## config.mk

```make
export PLATFORM = sky130hd
export DESIGN_NAME = mem_stage_lsu
export DESIGN_NICKNAME = d
export VERILOG_FILES = /design/src/rtl/rv32_mem_pkg.sv /design/src/rtl/lsu_access_check.sv /design/src/rtl/mem_stage_lsu.sv
export SDC_FILE = /design/constraint.sdc
export NUM_CORES = 1
export LEC_CHECK = 0
export ABC_AREA = 1
export CAP_MARGIN = 10
export CORE_UTILIZATION = 40
export DETAILED_ROUTE_END_ITERATION = 12
export PLACE_DENSITY = 0.75
export SLEW_MARGIN = 5
export SYNTH_ARGS = -nofsm -noshare
export SYNTH_HDL_FRONTEND = slang
export SYNTH_HIERARCHICAL = 1
export SYNTH_SLANG_ARGS = --single-unit
```

## constraint.sdc

```tcl
create_clock -name Clock -period 12.8 [get_ports Clock]
set_clock_uncertainty 0.1 [all_clocks]
set_input_delay 1.92 -clock Clock [delete_from_list [all_inputs] [get_ports Clock]]
set_output_delay 1.92 -clock Clock [all_outputs]
set_load 0.02 [all_outputs]
```

## src/rtl/rv32_mem_pkg.sv

```systemverilog
// Shared load/store definitions for the RV32IM memory stage: func3 codes,
// LSU state encoding and func3 legality helpers.
package rv32_mem_pkg;

    localparam logic [2:0] FUNC3_LB  = 3'b000;
    localparam logic [2:0] FUNC3_LH  = 3'b001;
    localparam logic [2:0] FUNC3_LW  = 3'b010;
    localparam logic [2:0] FUNC3_LBU = 3'b100;
    localparam logic [2:0] FUNC3_LHU = 3'b101;
    localparam logic [2:0] FUNC3_SB  = 3'b000;
    localparam logic [2:0] FUNC3_SH  = 3'b001;
    localparam logic [2:0] FUNC3_SW  = 3'b010;

    typedef enum logic [1:0] {
        IDLE   = 2'd0,
        ACCESS = 2'd1,
        DONE   = 2'd2
    } lsu_state_t;

    function automatic logic load_func3_ok(input logic [2:0] f3);
        logic ok;
        case (f3)
            FUNC3_LB, FUNC3_LH, FUNC3_LW, FUNC3_LBU, FUNC3_LHU: ok = 1'b1;
            default:                                           ok = 1'b0;
        endcase
        return ok;
    endfunction

    function automatic logic store_func3_ok(input logic [2:0] f3);
        logic ok;
        case (f3)
            FUNC3_SB, FUNC3_SH, FUNC3_SW: ok = 1'b1;
            default:                      ok = 1'b0;
        endcase
        return ok;
    endfunction

endpackage

```

## src/rtl/lsu_access_check.sv

```systemverilog
// Combinational legality and alignment check for a load/store request.
module lsu_access_check
    import rv32_mem_pkg::*;
(
    input  logic [2:0] func3,
    input  logic [1:0] addr,
    input  logic       rd,
    input  logic       wr,
    output logic       illegal,
    output logic       misaligned
);

    // Legality: both directions at once is never a valid instruction.
    always_comb begin
        illegal = 1'b0;
        if (rd && wr) begin
            illegal = 1'b1;
        end else if (rd) begin
            illegal = !load_func3_ok(func3);
        end else if (wr) begin
            illegal = !store_func3_ok(func3);
        end else begin
            illegal = 1'b0;
        end
    end

    // Alignment from the access width encoded in func3[1:0].
    always_comb begin
        misaligned = 1'b0;
        case (func3[1:0])
            2'b01:   misaligned = addr[0];
            2'b10:   misaligned = (addr != 2'b00);
            default: misaligned = 1'b0;
        endcase
    end

endmodule

```

## src/rtl/mem_stage_lsu.sv

```systemverilog
// Memory-stage load/store unit: issues the data-memory handshake, stalls
// the pipeline during an access and registers the MEM/WB result.
module mem_stage_lsu
    import rv32_mem_pkg::*;
#(
    parameter int TIMEOUT_CYCLES = 16,
    parameter int CNT_W          = 5
) (
    input  logic        Clock,
    input  logic        Reset,
    input  logic        in_valid,
    input  logic        in_mem_read,
    input  logic        in_mem_write,
    input  logic [2:0]  in_func3,
    input  logic [31:0] in_alu_result,
    input  logic [31:0] in_store_data,
    input  logic [4:0]  in_rd,
    input  logic        in_reg_write,
    output logic        mem_read,
    output logic        mem_write,
    output logic [31:0] mem_addr,
    output logic [31:0] mem_wdata,
    output logic [2:0]  mem_func3,
    input  logic [31:0] mem_rdata,
    input  logic        mem_busywait,
    output logic        stall,
    output logic        wb_valid,
    output logic [4:0]  wb_rd,
    output logic        wb_reg_write,
    output logic [31:0] wb_data,
    output logic        exc_misaligned,
    output logic        exc_illegal,
    output logic        bus_error,
    output logic [31:0] exc_addr
);

    lsu_state_t       r_state;
    logic [CNT_W-1:0] r_cnt;
    logic             r_mem_read;
    logic             r_mem_write;
    logic [31:0]      r_mem_addr;
    logic [31:0]      r_mem_wdata;
    logic [2:0]       r_mem_func3;
    logic             r_pend_reg_write;
    logic             r_wb_valid;
    logic [4:0]       r_wb_rd;
    logic             r_wb_reg_write;
    logic [31:0]      r_wb_data;
    logic             r_exc_misaligned;
    logic             r_exc_illegal;
    logic             r_bus_error;
    logic [31:0]      r_exc_addr;

    logic             w_mem_req;
    logic             w_illegal;
    logic             w_misaligned;
    logic             w_issue;
    logic             w_complete;
    logic             w_timeout;
    logic [CNT_W-1:0] w_cnt_next;

    lsu_access_check u_check (
        .func3      (in_func3),
        .addr       (in_alu_result[1:0]),
        .rd         (in_mem_read),
        .wr         (in_mem_write),
        .illegal    (w_illegal),
        .misaligned (w_misaligned)
    );

    assign w_mem_req  = in_valid & (in_mem_read | in_mem_write);
    assign w_issue    = w_mem_req & ~w_illegal & ~w_misaligned;
    assign w_cnt_next = r_cnt + {{(CNT_W-1){1'b0}}, 1'b1};
    // Counter >= 1 masks a busywait that memory raises only after seeing the request.
    assign w_complete = (r_cnt != {CNT_W{1'b0}}) & ~mem_busywait;
    assign w_timeout  = (w_cnt_next == CNT_W'(TIMEOUT_CYCLES));

    assign stall = ~Reset & ((r_state == ACCESS) | ((r_state != ACCESS) & w_issue));

    // LSU state machine, memory request registers and MEM/WB register.
    always_ff @(posedge Clock or posedge Reset) begin
        if (Reset) begin
            r_state          <= IDLE;
            r_cnt            <= {CNT_W{1'b0}};
            r_mem_read       <= 1'b0;
            r_mem_write      <= 1'b0;
            r_mem_addr       <= 32'd0;
            r_mem_wdata      <= 32'd0;
            r_mem_func3      <= 3'd0;
            r_pend_reg_write <= 1'b0;
            r_wb_valid       <= 1'b0;
            r_wb_rd          <= 5'd0;
            r_wb_reg_write   <= 1'b0;
            r_wb_data        <= 32'd0;
            r_exc_misaligned <= 1'b0;
            r_exc_illegal    <= 1'b0;
            r_bus_error      <= 1'b0;
            r_exc_addr       <= 32'd0;
        end else begin
            r_exc_misaligned <= 1'b0;
            r_exc_illegal    <= 1'b0;
            r_bus_error      <= 1'b0;
            case (r_state)
                IDLE, DONE: begin
                    r_state <= IDLE;
                    if (!in_valid) begin
                        r_wb_valid <= 1'b0;
                    end else if (!w_mem_req) begin
                        r_wb_valid     <= 1'b1;
                        r_wb_data      <= in_alu_result;
                        r_wb_rd        <= in_rd;
                        r_wb_reg_write <= in_reg_write;
                    end else if (w_illegal || w_misaligned) begin
                        r_exc_illegal    <= w_illegal;
                        r_exc_misaligned <= ~w_illegal;
                        r_exc_addr       <= in_alu_result;
                        r_wb_valid       <= 1'b1;
                        r_wb_rd          <= in_rd;
                        r_wb_reg_write   <= 1'b0;
                    end else begin
                        r_mem_read       <= in_mem_read;
                        r_mem_write      <= in_mem_write;
                        r_mem_addr       <= in_alu_result;
                        r_mem_wdata      <= in_store_data;
                        r_mem_func3      <= in_func3;
                        r_pend_reg_write <= in_reg_write & in_mem_read;
                        r_cnt            <= {CNT_W{1'b0}};
                        r_wb_valid       <= 1'b0;
                        r_wb_rd          <= in_rd;
                        r_state          <= ACCESS;
                    end
                end
                ACCESS: begin
                    r_cnt <= w_cnt_next;
                    if (w_complete) begin
                        if (r_mem_read) begin
                            r_wb_data <= mem_rdata;
                        end else begin
                            r_wb_data <= r_wb_data;
                        end
                        r_wb_reg_write <= r_pend_reg_write;
                        r_wb_valid     <= 1'b1;
                        r_mem_read     <= 1'b0;
                        r_mem_write    <= 1'b0;
                        r_state        <= DONE;
                    end else if (w_timeout) begin
                        r_bus_error    <= 1'b1;
                        r_exc_addr     <= r_mem_addr;
                        r_wb_reg_write <= 1'b0;
                        r_wb_valid     <= 1'b1;
                        r_mem_read     <= 1'b0;
                        r_mem_write    <= 1'b0;
                        r_state        <= DONE;
                    end else begin
                        r_state <= ACCESS;
                    end
                end
                default: begin
                    r_mem_read  <= 1'b0;
                    r_mem_write <= 1'b0;
                    r_wb_valid  <= 1'b0;
                    r_state     <= IDLE;
                end
            endcase
        end
    end

    assign mem_read       = r_mem_read;
    assign mem_write      = r_mem_write;
    assign mem_addr       = r_mem_addr;
    assign mem_wdata      = r_mem_wdata;
    assign mem_func3      = r_mem_func3;
    assign wb_valid       = r_wb_valid;
    assign wb_rd          = r_wb_rd;
    assign wb_reg_write   = r_wb_reg_write;
    assign wb_data        = r_wb_data;
    assign exc_misaligned = r_exc_misaligned;
    assign exc_illegal    = r_exc_illegal;
    assign bus_error      = r_bus_error;
    assign exc_addr       = r_exc_addr;

endmodule

```

[Word-level counts from Yosys, hierarchy flattened]
Cells that the tools add are included.
Storage, ports and cells
  logic and storage cells: 135
  input port bits: 111
  output and inout bits: 144
  register bits: 151
Operators by class
  equal/unequal tests: 21
  reduce and logical (&&, ||, !) cells: 19
  bitwise operators: 14
  mux-type cells: 64
  add/subtract/negate cells: 1
Operators with widths (number)
  2-to-1 mux 32 bit: 9
  case mux 32 bit (2 select lines): 2
  2-to-1 mux 1 bit: 41
  inequality test 2 bit, second input constant: 9
  AND reduction 4 bit: 4
  2-to-1 mux 5 bit: 3
  case mux 1 bit (2 select lines): 5
  case mux 5 bit (2 select lines): 1
  AND 1 bit: 7
  equality test 3 bit, second input constant: 2
  inequality test 3 bit, second input constant: 2
  AND reduction 6 bit: 1
  adder 5 x 1 -> 5 bit, second input constant: 1
  equality test 5 bit, second input constant: 1
  NOT 1 bit: 5
  AND reduction 5 bit: 1
  nonzero test 5 bit: 1
  OR reduction 5 bit: 1
  equality test 2 x 1 -> 1 bit, second input constant: 2
  equality test 2 bit, second input constant: 2
  2-to-1 mux 2 bit: 2
  case mux 2 bit (2 select lines): 1
  nonzero test 2 bit: 2
  equality test 3 x 1 -> 1 bit, second input constant: 1
  11 further kinds: 13

[Logic depth before layout (Yosys ltp)]
  word-level depth: 16
  gate-level depth with buffers: 14
  gate-level depth less buffers: 14

[Modules after synthesis]
Netlist, hierarchy kept.
Modules (own cells, without submodules)
  mem_stage_lsu: cells an instance 831, area each 6611.3 sq um, times used 1, seq. area each 3778.6 sq um
  lsu_access_check: cells an instance 16, area each 83.8 sq um, times used 1, seq. area each 0.0 sq um

[Worst setup path after synthesis]
No wires, ideal clock.
  path kind: input-to-output
  from: in in_func3[0]
  to: out stall
  data required time: 10.780 ns
  path buffers: 0
  stages on the path: 10
  arrival time: 3.016 ns
  setup slack: 7.764 ns
  cell sequence: inv_1 > ha_1 > inv_1 > nand2_1 > nand2_1 > nand2_1 > nand2_1 > nor2_1 > nand2_1 > a21oi_1
On the way
  cells in the longest elaborated chain, start to end: 16
  elaborated cells between the ends (all ways): 29
  classes of those cells: eq/ne: 6; mux: 11; bitwise: 7; reduce/logical: 5
Ends and longest elaborated chain
  start, declared: line mem_stage_lsu.sv:14  | input logic [2:0] in_func3,
  equality test 3 x 1 -> 1 bit, or another cell as far along: line rv32_mem_pkg.sv:22, rv32_mem_pkg.sv:31
  OR reduction 3 bit: line rv32_mem_pkg.sv:31  | case (f3)
  2-to-1 mux 1 bit: line rv32_mem_pkg.sv:31
  2-to-1 mux 1 bit: line lsu_access_check.sv:20  | end else if (wr) begin
  2-to-1 mux 1 bit: line lsu_access_check.sv:18  | end else if (rd) begin
  2-to-1 mux 1 bit: line lsu_access_check.sv:16  | if (rd && wr) begin
  zero test 1 bit: line lsu_access_check.sv:21  | illegal = !store_func3_ok(func3);
  2-to-1 mux 1 bit: line lsu_access_check.sv:20
  2-to-1 mux 1 bit *: line lsu_access_check.sv:18
  2-to-1 mux 1 bit *: line lsu_access_check.sv:16
  via w_illegal: line mem_stage_lsu.sv:55  | logic w_illegal;
  NOT 1 bit *: line mem_stage_lsu.sv:72  | assign w_issue = w_mem_req & ~w_illegal & ~w_misaligned;
  AND 1 bit * (2 in series): line mem_stage_lsu.sv:72
  AND 1 bit *: line mem_stage_lsu.sv:78  | assign stall = ~Reset & ((r_state == ACCESS) | ((r_state != ACCESS) & w_issue));
  OR 1 bit *: line mem_stage_lsu.sv:78
  AND 1 bit *: line mem_stage_lsu.sv:78
  end, declared: line mem_stage_lsu.sv:26  | output logic stall,
The timed path passes the listed nets; every way through them passes the cells marked *. The select of a mux whose other input is x is not followed.

[Final worst setup path]
  from: in in_func3[1]
  to: out stall
Same word-level chain as after synthesis.

==> results.md <==
* Setup-failing EPs final at 0
* Skew-Pair Late Insertion Delay at approximately 0.4 ns
* Synth Area in Compound Gates at around 5.8%
* Area growth syn-to-layout at 47.5%
* Synth area leaders: dfrtp_1, nand2_1, inv_1, nand3_1, o21ai_1
* Crit path DAT at approximately 4.3 ns
* Synth Area in XOR/XNOR at 0%
* CP peak stage delay at around 0.62 ns
* Critical Path RT at roughly 11 ns
* Post-Syn Area at roughly 0.0067 sq mm
* Wirelength per Cell at ~15 um
* Die width at between 100 and 150 um
* Largest net degree at the start of global routing at 86
* P_leak at around 4.9 nW
* Input/output buffers at ~250
* Initial core utilization at around 42%
* Non-filler instance count after layout at about 1300
* First-pass GRT wire length at roughly 32000 um
* CTS Buffer Depth at 2
* WP buf/inv at 3
* Final Max Tran Viols at 0
* Inst Count DP at around 1300
* WHS Path Cells at 2
* WL final at between 15000 and 20000 um
* Via count at about 6200
* Rows at 46
* ANT cells at 0
* Final worst-path cycle share at 49.2%
* Max frequency at 159 MHz
* # Post-CTS Setup Buffers at 0
* R2R depth at 8
* Synth top area share at between 50 and 60%
* Largest family of logic cells by synthesized area: simple AND/OR/NAND/NOR gates
* Vias in the first global route at 6183
* Vias/cell at roughly 4.8
* CTS resizes at 0
* Hold Buf Count CTS at 0
* Final TNS setup at 0 ns
* PD cells at 227 mW/mm^2
* Yosys warnings at 6
* Syn Area/Cell at between 7 and 8 sq um
* Status: finished, final reports clean
* Tmin final at between 6 and 7 ns
* Seq/Total Area, Yosys at between 50% and 60%
* Worst hold path type: reg -> reg
* Synth Net Count at roughly 960
* IO Pins at ~260
* Layout cell share with drive strength beyond 1 at 3.84%
* CTS clk-pin slew, worst paths at 0.06 ns
* Initial DRC Count at a little under 300
* Number of remaining DRC errors at 0
* Die area at between 0.015 and 0.02 sq mm
* RSZ-0062 raised after global routing: no
* Root Driver: clkbuf_16
* Final hold vios at 0
* CP Launch Type: input port
* Cell Chain, Critical Path: clkdlybuf4s50_1 -> ha_1 -> inv_1 -> nand2_1 -> nand2_1 -> nand2_1 -> nand2_1 -> nor2_1 -> nand2_1 -> a21oi_1 -> clkdlybuf4s50_1
* GPL Wtd Cong at 0.826
* CTS Buf Count at 17
* Nets at around 1200
* Critical path depth at 11
* Mux share of post-synthesis cell area at 0.150%
* Slew margin rel. at a little over a quarter
* Gr usage total at about 23%
* CTS tree: built
* Antenna violations before repair at 0
* Post-synth top flop: dfrtp_1
* Cells after synthesis at 847
* CP most frequent cell: nand2_1
* Worst IR Drop VDD at 0.106 mV
* Synth cell types at 22
* Total gr overflow at 0
* Die Ht at roughly 130 um
* Setup Crit Path Kind: in -> out
* Post-DP HPWL at about 13000 um
* Synth Area in Simple Gates at between 20% and 30%
* Largest area contributor in the synthesized netlist: dfrtp_1
* ANT nets after route at 0
* Worst-path fanout max at 5
* #FFs+latches synth at about 150
* Slowest cell on the critical path: clkdlybuf4s50_1
* Max-cap violations at 0
* Async SR Flop Fraction at between 90% and 100%
* CP top delay family: buffers and inverters
* Adder-cell share of the synthesized area at 0.748%
* Measured slew at the worst slew-check pin at approximately 1.1 ns
* EDFF count, synth at 0
* Core area at 0.0161 sq mm
* CTS sink cnt at around 150
* Drt pass-1 iters at 5
* # H-tree levels at 4
* Critical Path End Type: output port
## tightest hold or removal path, delay by kind of cell (launching register included)
family        cells  cell delay [ns]
flops             1             0.34
simple gates      2             0.10
## layout make-up
class / instances / area, sq um
clock buffers: 20 / 447
flip-flops and latches: 151 / 3780
multi-input cells: 588 / 2440
inverters: 67 / 256
well taps: 216 / 270
clock inverters: 9 / 105
repair buffers: 258 / 2570
fillers: 1407 / 6240
## per-stage QoR
stage	hold slack [ns]	utilization [%]	instance area, sq um	setup slack, ns	power [mW]
2_1_floorplan	0.349	-	6700	6.72	1.28
3_3_place_gp	0.353	57.8	9320	6.58	1.75
3_5_place_dp	0.357	57.8	9320	6.52	1.77
4_1_cts	0.372	61.3	9870	6.52	2.26
5_1_grt	0.394	61.3	9870	6.38	2.37
6_report	0.368	61.3	9870	6.51	2.24
## metal layers
metal | vias to the layer above | GRT usage, % | part of all wire (%)
li1 | 3073 | - | -
met1 | 2911 | 29.6 | 43
met2 | 235 | 38.0 | 48
met3 | 19 | 6.33 | 7.6
met4 | 0 | 7.95 | 1.4
met5 | - | 0 | 0
## cells in the mapped netlist (3+ instances only)
master	number
clkbuf_1	5
inv_1	63
nand3_1	42
nor2_1	8
buf_2	22
a21oi_1	3
inv_2	4
nand2_1	450
ha_1	4
dfrtp_1	151
o21ai_0	32
o21ai_1	37
buf_4	14
## flip-flops by register name (all words and copies together), names as in the netlist, 2 cells and up
| name | flops |
|---|---|
| r_state | 2 |
| wb_data | 32 |
| mem_func3 | 3 |
| exc_addr | 32 |
| mem_addr | 32 |
| r_cnt | 5 |
| mem_wdata | 32 |
| wb_rd | 5 |
## kinds of logic (layout without fill, tap and decap cells)
| group | count (synthesis) | count (layout) |
|---|---|---|
| AND/OR/NAND/NOR | 507 | 507 |
| flip-flops | 151 | 151 |
| buffers and inverters | 108 | 354 |
| AO/OA/AOI/OAI | 76 | 76 |
| adder cells (fa/ha/maj) | 4 | 4 |
| multiplexers | 1 | 1 |
## cells in the final DEF (no fill, tap or decap)
master / netlist / routed
nor2_1: 8 / 8
nand3_1: 42 / 42
clkbuf_8: 0 / 1
o21bai_1: 1 / 1
clkinvlp_4: 0 / 4
ha_1: 4 / 4
clkdlybuf4s50_1: 0 / 254
o22ai_1: 2 / 2
mux2i_1: 1 / 1
nand4_1: 2 / 2
inv_2: 4 / 4
nand2_2: 2 / 2
inv_1: 63 / 62
buf_4: 14 / 4
nor2_4: 1 / 2
o21ai_0: 32 / 32
inv_6: 0 / 1
nand2_1: 450 / 450
o21ai_1: 37 / 37
clkinv_2: 0 / 3
o21ai_4: 0 / 1
clkbuf_16: 0 / 17
dfrtp_1: 151 / 151
nand3_2: 1 / 1
clkbuf_1: 5 / 2
a21oi_1: 3 / 3
bufinv_16: 0 / 2
## final timing paths
check / start / endpoint / slack [ns]
min in group asynchronous: Reset / wb_rd[2] / 1.93
worst min-delay path: mem_wdata[7] / mem_wdata[7] / 0.37
max in group asynchronous: Reset / wb_data[25] / 9.18
worst max register to register: r_state[0] / exc_addr[23] / 9.50
worst min register to register: mem_wdata[7] / mem_wdata[7] / 0.37
worst max-delay path: in_func3[1] / stall / 6.51
## where the power goes
group / leakage [nW] / switching (mW) / internal, mW
sequential: 1.88 / 0.113 / 0.662
combinational: 2.80 / 0.552 / 0.430
clock: 0.260 / 0.193 / 0.288
total: 4.94 / 0.859 / 1.38
(Power assumes the default switching activity.)
